<file path="config.mk">
export PLATFORM = sky130hd
export DESIGN_NAME = uni_shift_nbit_seq
export DESIGN_NICKNAME = d
export VERILOG_FILES = /design/src/rtl/uni_shift_nbit_seq.sv
export SDC_FILE = /design/constraint.sdc
export NUM_CORES = 1
export LEC_CHECK = 0
export CORE_MARGIN = 2
export CORE_UTILIZATION = 35
export CTS_CLUSTER_SIZE = 24
export DETAILED_ROUTE_END_ITERATION = 7
export PLACE_DENSITY_LB_ADDON = 0.2
export SETUP_SLACK_MARGIN = 0.3
export SKIP_CTS_REPAIR_TIMING = 1
export SLEW_MARGIN = 10
export SYNTH_ARGS = -nofsm -noshare
export SYNTH_HDL_FRONTEND = slang
export SYNTH_SLANG_ARGS = --single-unit
</file>
<file path="constraint.sdc">
create_clock -name clk -period 1.95 [get_ports clk]
set_input_delay 0.4875 -clock clk [delete_from_list [all_inputs] [get_ports clk]]
set_output_delay 0.4875 -clock clk [all_outputs]
set_load 0.005 [all_outputs]
</file>
<file path="src/rtl/uni_shift_nbit_seq.sv">
// Sequential universal shift register: multi-step shift/rotate/load driven by a start strobe.
// Define UNI_SHIFT_ROTATE_EN to enable the ROR, ROL and ASR modes (otherwise they behave as hold).
module uni_shift_nbit_seq #(
  parameter int unsigned WIDTH = 8,
  parameter int unsigned CNT_W = 4
) (
  input  logic             clk,
  input  logic             rst_n,
  input  logic             start,
  input  logic [2:0]       mode,
  input  logic [CNT_W-1:0] amount,
  input  logic             serial_in_L,
  input  logic             serial_in_R,
  input  logic [WIDTH-1:0] parallel_in,
  output logic [WIDTH-1:0] q,
  output logic             serial_out_L,
  output logic             serial_out_R,
  output logic             busy,
  output logic             done
);

  localparam logic [2:0] MODE_SHR  = 3'b001;
  localparam logic [2:0] MODE_SHL  = 3'b010;
  localparam logic [2:0] MODE_LOAD = 3'b011;
`ifdef UNI_SHIFT_ROTATE_EN
  localparam logic [2:0] MODE_ROR  = 3'b100;
  localparam logic [2:0] MODE_ROL  = 3'b101;
  localparam logic [2:0] MODE_ASR  = 3'b110;
`endif

  typedef enum logic [1:0] {
    ST_IDLE  = 2'd0,
    ST_SHIFT = 2'd1,
    ST_DONE  = 2'd2
  } state_t;

  state_t           state_q, state_d;
  logic [WIDTH-1:0] q_q, q_d;
  logic [CNT_W-1:0] cnt_q, cnt_d;
  logic [2:0]       mode_q, mode_d;
  logic             step_mode_c;
  logic [WIDTH-1:0] step_c;

  // State register with synchronous active-low reset.
  always_ff @(posedge clk) begin
    if (!rst_n) begin
      state_q <= ST_IDLE;
      q_q     <= '0;
      cnt_q   <= '0;
      mode_q  <= '0;
    end else begin
      state_q <= state_d;
      q_q     <= q_d;
      cnt_q   <= cnt_d;
      mode_q  <= mode_d;
    end
  end

  // Modes that need at least one step cycle; everything else finishes straight from IDLE.
  always_comb begin
    step_mode_c = 1'b0;
    case (mode)
      MODE_SHR, MODE_SHL: step_mode_c = 1'b1;
`ifdef UNI_SHIFT_ROTATE_EN
      MODE_ROR, MODE_ROL, MODE_ASR: step_mode_c = 1'b1;
`endif
      default: step_mode_c = 1'b0;
    endcase
  end

  // One step of the latched mode; serial fills are taken live at the step edge.
  always_comb begin
    step_c = q_q;
    case (mode_q)
      MODE_SHR: step_c = {serial_in_L, q_q[WIDTH-1:1]};
      MODE_SHL: step_c = {q_q[WIDTH-2:0], serial_in_R};
`ifdef UNI_SHIFT_ROTATE_EN
      MODE_ROR: step_c = {q_q[0], q_q[WIDTH-1:1]};
      MODE_ROL: step_c = {q_q[WIDTH-2:0], q_q[WIDTH-1]};
      MODE_ASR: step_c = {q_q[WIDTH-1], q_q[WIDTH-1:1]};
`endif
      default:  step_c = q_q;
    endcase
  end

  // Next-state logic.
  always_comb begin
    state_d = state_q;
    q_d     = q_q;
    cnt_d   = cnt_q;
    mode_d  = mode_q;
    case (state_q)
      ST_IDLE: begin
        if (start) begin
          mode_d = mode;
          cnt_d  = amount;
          if (mode == MODE_LOAD) begin
            q_d     = parallel_in;
            state_d = ST_DONE;
          end else if (!step_mode_c || (amount == '0)) begin
            state_d = ST_DONE;
          end else begin
            state_d = ST_SHIFT;
          end
        end
      end
      ST_SHIFT: begin
        q_d   = step_c;
        cnt_d = cnt_q - CNT_W'(1);
        if (cnt_q == CNT_W'(1)) begin
          state_d = ST_DONE;
        end
      end
      ST_DONE: begin
        state_d = ST_IDLE;
      end
      default: begin
        state_d = ST_IDLE;
      end
    endcase
  end

  assign q            = q_q;
  assign serial_out_L = q_q[WIDTH-1];
  assign serial_out_R = q_q[0];
  assign busy         = (state_q != ST_IDLE);
  assign done         = (state_q == ST_DONE);

endmodule

</file>
# Word-level counts from Yosys, hierarchy flattened
# Cells that the tools add are included.
# Widths: inputs -> output; s select.
[totals]
reg_bits = 17
inputBits = 20
out_inout_bits = 12
[op_classes]
addsub = 1
n_eq_ne = 12
muxes = 12
reduce_logical = 11
[ops]
columns = ["operator", "count"]
rows = [
  ["$pmux 8 s2", 2],
  ["$mux 8", 2],
  ["$eq 3x2->1 const B", 3],
  ["$mux 2", 4],
  ["$pmux 4 s2", 1],
  ["$eq 3x1->1 const B", 2],
  ["$ne 2x2->1 const B", 3],
  ["$reduce_and 2->1", 3],
  ["$eq 4x1->1 const B", 1],
  ["$logic_not 4->1", 1],
  ["$mux 4", 1],
  ["$pmux 2 s2", 1],
  ["$reduce_and 4->1", 1],
  ["$reduce_bool 2->1", 2],
  ["$sub 4x1->4 const B", 1],
  ["$ne 3x1->1 const B", 1],
  ["$eq 2x1->1 const B", 1],
  ["$eq 2x2->1 const B", 1],
  ["$logic_not 2->1", 1],
  ["$reduce_or 2->1", 1],
  ["$logic_not 1->1", 1],
  ["$logic_or 1x1->1", 1],
  ["$mux 1", 1],
]

# Longest topological paths before layout
# Gate-level depths: netlist of run 1.
[depth]
word_depth = 9
ltp_mapped = 5

# Least setup slack after synthesis of run 1
# OpenSTA, ideal clock, no wires.
[synth_path]
path_type = "flip-flop to flip-flop"
from = "register mode_q[1]"
to = "register q_q[0] (netlist: q[0])"
arrival_ps = 1141
t_required_ps = 1833
path_slack_ps = 692
path_stages_with_launch = 6
synth_period_minus_slack_ps = 1258
cell_sequence = "dfxtp_1 -> or3b_2 -> buf_6 -> nand2_1 -> o2bb2ai_1 -> o2bb2ai_1"
[synth_between]
elab_chain_len = 3
elab_cells_between_ends = 6
[synth_rtl]
columns = ["item", "line_no", "text"]
rows = [
  ["start: declaration", "40", "logic [2:0] mode_q, mode_d;"],
  ["start signal: assignment", "55", "mode_q <= mode_d;"],
  ["$eq 3x2->1 / $eq 3x1->1 (equally long branches)", "74", "case (mode_q)"],
  ["$pmux 8 s2 / $ne 3x1->1 (equally long branches)", "-", ""],
  ["$pmux 8 s2 / $reduce_and 4->1 (equally long branches)", "-", ""],
  ["end signal: assignment", "53", "q_q <= q_d;"],
  ["end: declaration", "38", "logic [WIDTH-1:0] q_q, q_d;"],
]
# Several ways; a longest one is shown, not always the timed one.
# A chain may end at the register's enable or synchronous reset.

# Final worst setup path of run 1
[layout_path]
from = "register state_q[0]"
to = "output port busy"
[layout_between]
elab_chain_len = 1
[layout_rtl]
columns = ["item", "line_no", "text"]
rows = [
  ["start: declaration", "37", "state_t state_q, state_d;"],
  ["start signal: assignment", "52", "state_q <= state_d;"],
  ["$reduce_bool 2->1", "126", "assign busy = (state_q != ST_IDLE);"],
  ["end: declaration", "18", "output logic busy,"],
]
# No other way between the ends.

==> results of run 1 <==
-- kinds of logic (layout without fill, tap and decap cells) --
family,after synthesis,in the layout,share of synthesized area [%]
AO/OA/AOI/OAI,37,37,30.2
XOR/XNOR,2,2,1.85
adder cells (fa/ha/maj),2,2,2.64
buffers and inverters,10,49,6.07
flip-flops,17,17,35.9
multiplexers,3,3,3.17
AND/OR/NAND/NOR,36,36,20.2
-- metrics by stage --
step,total power [W],util (%),std cells,TNS [ps]
after global routing,0.000846,55.6,176,0
after CTS,0.000788,51.5,169,-78.6
after detailed placement,0.000607,50.4,165,0
final,0.000790,55.6,176,0
after floorplan,0.000517,-,107,0
after global placement,0.000604,50.4,165,0
-- worst max path at each step --
stage                     endpoint  slack, ps
after CTS                     busy        -80
after floorplan               q[0]        690
after detailed placement      q[2]        120
final                         busy        170
after global placement        q[3]        170
after global routing          busy         80
-- power by group through the flow --
stage          clock [W]  combinational (W)  sequential [W]
6_report        0.000181           0.000217        0.000392
5_1_grt         0.000211           0.000239        0.000397
4_1_cts         0.000188           0.000204        0.000397
3_5_place_dp           0           0.000203        0.000404
3_3_place_gp           0           0.000199        0.000404
2_1_floorplan          0           0.000118        0.000400
-- final cells by class --
class / instances / area [sq um] / area share, %
Sequential cell: 17 / 363 / 25.9
Clock buffer: 4 / 26.3 / 1.88
Timing Repair Buffer: 40 / 403 / 28.8
Multi-Input combinational cell: 80 / 553 / 39.5
Inverter: 5 / 18.8 / 1.34
Tap cell: 30 / 37.5 / 2.68
-- sequential cells by signal, summed over array words and instances, names as in the netlist --
register and flops:
state_q 2, q 8, mode_q 3, cnt_q 4
-- per-layer routing --
| layer | routed length, microns | global-route usage [%] | vias to the layer above |
|---|---|---|---|
| met5 | 0 | 0 | - |
| met4 | 15 | 3.40 | 0 |
| met3 | 114 | 4.88 | 2 |
| met2 | 1150 | 24.0 | 26 |
| met1 | 1090 | 19.3 | 432 |
| li1 | - | - | 474 |
-- critical path: cells and delay by family, from the launching register on --
kind	cells	cell delay, ps
buf+inv	2	510
simple gates	1	130
flops	1	370
-- placed cells by master (no fill, tap or decap), types with 2 or more instances in the layout --
master and count:
clkdlybuf4s50_1 21, o2bb2ai_1 16, dfxtp_2 6, dlymetal6s2s_1 10, dfxtp_1 7, nor2_1 10
xnor2_1 2, nor4_1 2, mux2i_1 3, inv_1 3, nor2_2 2, nor3_1 2
buf_4 9, a21oi_1 12, a211oi_1 3, dfxtp_4 4, clkbuf_4 3, o21ai_0 2
ha_1 2, nand2_1 11
==> metrics.cfg, run 1 <==
[status]
outcome=finished, final reports clean

[power_and_ir_drop]
cellInternalPower_w=0.000565
seqPwrFrac_pct=49.6
clkPwrFrac_pct=22.9
vdd_drop_max_mv=0.635
power_frac_comb_pct=27.5
sw_frac_of_total_pct=28.5
powerDensity_nw_per_um2=564
p_sw_w=0.000225
power.leakage_nw=0.699

[worst_hold_path]
hold_start=q[1]
hold_depth=1
hold_end=q[1]
hold_path.class=reg -> reg

[sta]
fin_ws_ps=171
setup_viol=0
fin_crit_ps=1780
hold_ws_ps=485
drv_slew=0
finalCritPeriodShare_pct=91.2
max_slew.worst_pin.slew_ps=523
rsz0062_at_grt=yes
slew-limit-headroom_pct=65.0
hold_violations=0
clock_skew_ps=7.99
max_freq_mhz=562

[yosys]
synth_seq_area_share_pct=35.9
async_flop_share_pct=0
syn-num-nets=129
ys_types=31
ys_ff_latch=17
synthTopCellsByArea=dfxtp_1 36%, o2bb2ai_1 15%, a21oi_1 6.3%
synth_common_cells=17 x dfxtp_1, 16 x o2bb2ai_1, 12 x a21oi_1
synth_edf_count=0
yosys_warnings=0
yosys.area.top_type=dfxtp_1
yosysMostFrequentCell=dfxtp_1
synth_top_area_share_pct=35.9
synth_flop_cell=dfxtp_1
syn_area_per_cell_sq_um=8.86
synthCells=107
synth_area_sq_um=948

[placement]
gp_congestion=0.862
dpl.hpwl_mm=1.75
post_dp_cell_area_sq_um=1270
port_buffers=31
pre_cts_slack_ps=119

[routing]
drt_iter0_drc=19
first_pass_iters=4
wl_per_cell_microns=13.4
drcViolationCount=0
drt_wl_total_mm=2.37
viasPerCell=5.31
ant_nets=0
vias=934

[global_route]
grt_max_degree=15
grt.total_usage_pct=14.9
grt_pass1_vias=840
grt_pass1_wl_mm=3.75
antenna_found_initial=0
grt_overflow=0

[setup_path]
worst_r2r_path_depth=5
critPathSlowestCell=clkdlybuf4s50_1
reg2reg_from=state_q[0]
crit_path_cell_trace=nor2_2 -> inv_2 -> clkdlybuf4s50_1
slowest_delay_ps=440
crit_path_start_kind=flop
crit_start=state_q[0]
reg2reg_slack_ps=470
cp.required_ps=1460
path_class=reg -> out
critPathArrivalTime_ps=1290
r2r-end=q[0]
end_kind=output pin
path_max_fanout=4

[floorplan]
fp-row-count=18
die_h_microns=56.1
fp.dieArea_sq_um=3140
start_util_pct=37.6
core_area_sq_um=2520
die_w_microns=56.1
pin_count=32

[cells_and_area]
fin_nets=169
fillers=235
design_area_sq_um=1400
synthToLayoutAreaGrowth_pct=47.8
drive_above_1_share_pct=21.2
diodes=0

[clocking]
numClockSinks=17
cts_root_buf=clkbuf_4
cts_buffers=3
clk_pin_slew_worst_paths_ps=100
cts_buffer_depth=2
htreeDepth=1
cts_tree=yes
clkLatencyLatePin_ps=280

[run]
max_cap_viol_count=0

(Power assumes the default switching activity.)
==> inputs of run 2 (changes only) <==
--- a/config.mk
+++ b/config.mk
@@ -6,7 +6,7 @@
 export NUM_CORES = 1
 export LEC_CHECK = 0
 export CORE_MARGIN = 2
-export CORE_UTILIZATION = 35
+export CORE_UTILIZATION = 25
 export CTS_CLUSTER_SIZE = 24
 export DETAILED_ROUTE_END_ITERATION = 7
 export PLACE_DENSITY_LB_ADDON = 0.2
==> run 2 against run 1 <==
  * Sequential cell count unchanged
  * Utilization decreased by 18 points
  * Routed wire length decreased by 0.21%
  * Highest routed layer unchanged
  * Register-to-register slack improved by 50 ps
  * Clock-buffer cell count unchanged
  * Die area increased by 37%
  * Hold slack got worse by 2.6 ps
  * Largest power group unchanged
  * First-iteration DRC count decreased by 16%
==> metrics.cfg, run 2 (synthesis gave the netlist of run 1 again) <==
[power_and_ir_drop]
seqPwrFrac_pct=45.6  ; was 49.6%
powerDensity_nw_per_um2=626  ; was 564 nW/um^2
vdd_drop_max_mv=0.232  ; was 0.635 mV
power_frac_comb_pct=24.4  ; was 27.5%
clkPwrFrac_pct=30.0  ; was 22.9%
power.leakage_nw=0.533  ; was 0.699 nW
p_sw_w=0.000239  ; was 0.000225 W
sw_frac_of_total_pct=27.5  ; was 28.5%
cellInternalPower_w=0.000631  ; was 0.000565 W

[routing]
drt_wl_total_mm=2.36  ; was 2.37 mm
vias=918  ; was 934
drt_iter0_drc=16  ; was 19
ant_nets=0  ; unchanged
wl_per_cell_microns=12.5  ; was 13.4 microns
drcViolationCount=0  ; unchanged
first_pass_iters=5  ; was 4
viasPerCell=4.86  ; was 5.31

[placement]
dpl.hpwl_mm=1.78  ; was 1.75 mm
pre_cts_slack_ps=121  ; was 119 ps
gp_congestion=0.726  ; was 0.862
port_buffers=31  ; unchanged

[floorplan]
die_w_microns=65.6  ; was 56.1 microns
core_area_sq_um=3660  ; was 2520 sq um
die_h_microns=65.6  ; was 56.1 microns
fp-row-count=22  ; was 18
fp.dieArea_sq_um=4300  ; was 3140 sq um
start_util_pct=25.9  ; was 37.6%
pin_count=32  ; unchanged

[setup_path]
critPathArrivalTime_ps=1140  ; was 1290 ps
slowest_delay_ps=520  ; was 440 ps
crit_path_cell_trace=clkdlybuf4s50_1  ; was nor2_2 -> inv_2 -> clkdlybuf4s50_1
path_max_fanout=4  ; unchanged
cp.required_ps=1460  ; about the same
critPathSlowestCell=clkdlybuf4s50_1  ; unchanged
path_class=reg -> out  ; unchanged
reg2reg_slack_ps=520  ; was 470 ps
critPathTopFamily=buffers and inverters  ; unchanged
end_kind=output pin  ; unchanged
crit_buf_inv=1  ; was 2
crit_path_start_kind=flop  ; unchanged

[cells_and_area]
fin_nets=164  ; was 169
synthToLayoutAreaGrowth_pct=46.4  ; was 47.8%
diodes=0  ; unchanged
mostFrequentLayoutCells=29 x clkdlybuf4s50_1, 16 x o2bb2ai_1, 12 x a21oi_1  ; was 21 x clkdlybuf4s50_1, 16 x o2bb2ai_1, 12 x a21oi_1
drive_above_1_share_pct=17.7  ; was 21.2%
largest_reg_flops=8  ; unchanged
layout_commonest_cell=clkdlybuf4s50_1  ; unchanged

[sta]
max_slew.worst_pin.slew_ps=550  ; was 523 ps
rsz0062_at_grt=yes  ; unchanged
finalCritPeriodShare_pct=83.5  ; was 91.2%
drv_slew=0  ; unchanged
hold_violations=0  ; unchanged
tns_ps=0  ; unchanged
setup_viol=0  ; unchanged
max_freq_mhz=614  ; was 562 MHz
fin_ws_ps=322  ; was 171 ps
slew-limit-headroom_pct=63.2  ; was 65.0%
fin_crit_ps=1630  ; was 1780 ps
clock_skew_ps=0.976  ; was 7.99 ps

[clocking]
cts_root_buf=clkbuf_8  ; was clkbuf_4
htreeDepth=1  ; unchanged
clk_pin_slew_worst_paths_ps=60  ; was 100 ps
cts_tree=yes  ; unchanged
cts_buffers=3  ; unchanged
cts_buffer_depth=2  ; unchanged
numClockSinks=17  ; unchanged
clkLatencyLatePin_ps=250  ; was 280 ps

[global_route]
grt_overflow=0  ; unchanged
grt_max_degree=15  ; unchanged
grt_pass1_vias=839  ; was 840
grt_pass1_wl_mm=3.82  ; was 3.75 mm
antenna_found_initial=0  ; unchanged
grt.total_usage_pct=11.4  ; was 14.9%

[run]
max_cap_viol_count=0  ; unchanged

[worst_hold_path]
hold_path.class=reg -> reg  ; unchanged

[status]
outcome=finished, final reports clean  ; unchanged

run 2: changes by cell type in the layout (fill, tap and decap cells not counted), moves of 2 or more:
cell and delta:
clkdlybuf4s50_1 +8, dlymetal6s2s_1 -8, buf_4 -5, clkbuf_4 -3, clkbuf_8 +3, dfxtp_4 -2
run 2: final timing paths:
| path | start | endpoint | cells past startpoint |
|---|---|---|---|
| worst min-delay path | q[2] | q[2] | 1 |
| worst min register to register | q[2] | q[2] | 1 |
| worst max register to register | state_q[1] | q[7] | 5 |
| worst max-delay path | q[3] | q[3] | 1 |
run 2: stage by stage:
step                      utilization (%)  total power (W)  std cells  cell area, sq um  hold WS, ps
after floorplan                         -         0.000517        107               948          460
after global placement               35.4         0.000608        183              1290          473
after detailed placement             35.4         0.000610        183              1290          481
after CTS                            36.6         0.000871        187              1340          490
after global routing                 37.9         0.000924        189              1390          492
final                                37.9         0.000870        189              1390          482
run 2: layout make-up:
type	instances	area [sq um]
clock buffers	4	45.0
fillers	373	2270
inverters	5	18.8
multi-input cells	80	563
flip-flops and latches	17	357
well taps	48	60.1
repair buffers	35	345
run 2: power groups by stage:
stage | Sequential, W | Combinational, W | Clock [W]
finish | 0.000397 | 0.000213 | 0.000261
CTS | 0.000398 | 0.000205 | 0.000268
floorplan | 0.000400 | 0.000118 | 0
global route | 0.000401 | 0.000235 | 0.000288
global placement | 0.000405 | 0.000203 | 0
detailed placement | 0.000406 | 0.000204 | 0
run 2: per-layer routing:
layer  share of wire (%)  vias up  global-route usage, %  routed length, microns
li1                    -      463                      -                       -
met1                  48      437                   15.1                    1120
met2                  48       16                   18.5                    1140
met3                 3.2        2                   2.23                      76
met4                0.72        0                   3.91                      17
met5                   0        -                      0                       0
==> inputs of run 3 (changes only) <==
==> constraint.sdc (replaced) <==
create_clock -name clk -period 1.63 [get_ports clk]
set_input_delay 0.4075 -clock clk [delete_from_list [all_inputs] [get_ports clk]]
set_output_delay 0.4075 -clock clk [all_outputs]
set_load 0.005 [all_outputs]
==> run 3 against run 2 <==
  * Die area unchanged
  * Global-route usage increased by 1.2 points
  * Clock skew about the same
  * Critical path depth increased by 4
  * Cell area increased by 17%
  * Sequential power increased by 19%
  * Worst setup slack got worse by 26 ps
  * Total power increased by 29%
  * Hold slack improved by 2.9 ps
  * Critical endpoint is now q[4]
  * Largest power group unchanged
  * Highest routed layer unchanged
==> metrics.cfg, run 3 (synthesis gave the netlist of run 1 again) <==
[cells_and_area]
synthToLayoutAreaGrowth_pct=72.0  ; was 46.4%
instances_no_fill=206  ; was 189
mostFrequentLayoutCells=19 x dlymetal6s2s_1, 19 x buf_4, 12 x a21oi_1, 12 x clkdlybuf4s50_1  ; was 29 x clkdlybuf4s50_1, 16 x o2bb2ai_1, 12 x a21oi_1
design_area_sq_um=1630  ; was 1390 sq um
fin_nets=181  ; was 164
diodes=0  ; unchanged
drive_above_1_share_pct=32.9  ; was 17.7%
largest_reg_flops=8  ; unchanged

[clocking]
clkLatencyLatePin_ps=260  ; was 250 ps
clk_pin_slew_worst_paths_ps=70  ; was 60 ps
numClockSinks=17  ; unchanged
cts_root_buf=clkbuf_8  ; unchanged
htreeDepth=1  ; unchanged
cts_buffers=3  ; unchanged
cts_buffer_depth=2  ; unchanged
cts_tree=yes  ; unchanged

[global_route]
grt_max_degree=14  ; was 15
grt_pass1_vias=926  ; was 839
antenna_found_initial=0  ; unchanged
grt_overflow=0  ; unchanged
grt_pass1_wl_mm=4.13  ; was 3.82 mm
grt.total_usage_pct=12.6  ; was 11.4%

[setup_path]
crit_start=state_q[1]  ; was q[3]
crit_buf_inv=1  ; unchanged
cp.required_ps=1820  ; was 1460 ps
crit_path_cell_trace=buf_6 -> nand2b_4 -> o32ai_4 -> nand2_4 -> o2bb2ai_1  ; was clkdlybuf4s50_1
path_max_fanout=8  ; was 4
crit_cells=5  ; was 1
critPathTopFamily=compound AO/OA/AOI/OAI gates  ; was buffers and inverters
path_class=reg -> reg  ; was reg -> out
critPathArrivalTime_ps=1530  ; was 1140 ps
critPathSlowestCell=o32ai_4  ; was clkdlybuf4s50_1
reg2reg_slack_ps=300  ; was 520 ps
crit_path_start_kind=flop  ; unchanged
worstSetupEndpoint=q[4]  ; was q[3]
r2r-end=q[4]  ; was q[7]
worst_r2r_path_depth=5  ; unchanged
reg2reg_from=state_q[1]  ; unchanged
end_kind=flop  ; was output pin
slowest_delay_ps=350  ; was 520 ps

[routing]
viasPerCell=4.67  ; was 4.86
ant_nets=0  ; unchanged
first_pass_iters=4  ; was 5
drcViolationCount=0  ; unchanged
wl_per_cell_microns=12.9  ; was 12.5 microns
vias=961  ; was 918
drt_wl_total_mm=2.66  ; was 2.36 mm
drt_iter0_drc=28  ; was 16

[worst_hold_path]
hold_path.class=reg -> reg  ; unchanged

[floorplan]
pin_count=32  ; unchanged
core_area_sq_um=3660  ; unchanged
fp-row-count=22  ; unchanged
die_w_microns=65.6  ; unchanged
start_util_pct=25.9  ; unchanged
die_h_microns=65.6  ; unchanged
fp.dieArea_sq_um=4300  ; unchanged

[placement]
port_buffers=31  ; unchanged
post_dp_cell_area_sq_um=1390  ; was 1290 sq um
dpl.hpwl_mm=1.90  ; was 1.78 mm
dp.cells=195  ; was 183
pre_cts_slack_ps=-102  ; was 121 ps
gp_congestion=0.731  ; was 0.726

[sta]
setup_viol=0  ; unchanged
fin_ws_ps=296  ; was 322 ps
hold_ws_ps=485  ; was 482 ps
clock_skew_ps=1.24  ; was 0.976 ps
rsz0062_at_grt=yes  ; unchanged
max_slew.worst_pin.slew_ps=325  ; was 550 ps
max_freq_mhz=750
fin_crit_ps=1330
slew-limit-headroom_pct=78.3  ; was 63.2%
hold_violations=0  ; unchanged
finalCritPeriodShare_pct=81.8
drv_slew=0  ; unchanged

[power_and_ir_drop]
powerDensity_nw_per_um2=687  ; was 626 nW/um^2
power.leakage_nw=0.887  ; was 0.533 nW
vdd_drop_max_mv=0.428  ; was 0.232 mV
power_w=0.00112  ; was 0.000870 W

[run]
max_cap_viol_count=0  ; unchanged

[status]
outcome=finished, final reports clean  ; unchanged

run 3: worst min path at each step:
stage               endpoint     start  cells past startpoint  slack, ps
floorplan           cnt_q[3]  cnt_q[3]                      2        460
global route            q[7]      q[7]                      1        490
finish                  q[0]      q[0]                      1        480
detailed placement  cnt_q[3]  cnt_q[3]                      2        490
global placement    cnt_q[3]  cnt_q[3]                      2        470
CTS                 cnt_q[3]  cnt_q[3]                      2        490
run 3: layer usage:
layer / GRT usage [%] / routed length [microns]
met1: 15.1 / 1180
met2: 21.3 / 1360
met3: 2.05 / 83
met4: 7.03 / 38
met5: 0 / 0
run 3: cell type report:
type / count / area [sq um]
clock buffer: 3 / 41.3
sequential: 17 / 353
fill: 375 / 2030
multi-input combinational: 80 / 627
clock inverter: 1 / 5.00
timing repair buffer: 52 / 527
inverter: 5 / 18.8
tap: 48 / 60.1
run 3: stage by stage:
| step | setup TNS [ps] | utilization, % |
|---|---|---|
| final | 0 | 44.6 |
| after global routing | 0 | 44.6 |
| after CTS | -59.3 | 39.1 |
| after detailed placement | -938 | 37.8 |
| after global placement | -633 | 37.8 |
| after floorplan | 0 | - |
run 3: worst register-to-register path: cells and delay by family, from the launching register on:
kind,cells,cell delay [ps]
buf+inv,1,110
compound gates,2,510
simple gates,2,310
flops,1,330
run 3: report_power, final:
| group | switching, W | total [W] | internal [W] |
|---|---|---|---|
| sequential | 0.0000283 | 0.000474 | 0.000445 |
| clock | 0.000162 | 0.000333 | 0.000170 |
| combinational | 0.000140 | 0.000314 | 0.000174 |
| total | 0.000330 | 0.00112 | 0.000790 |
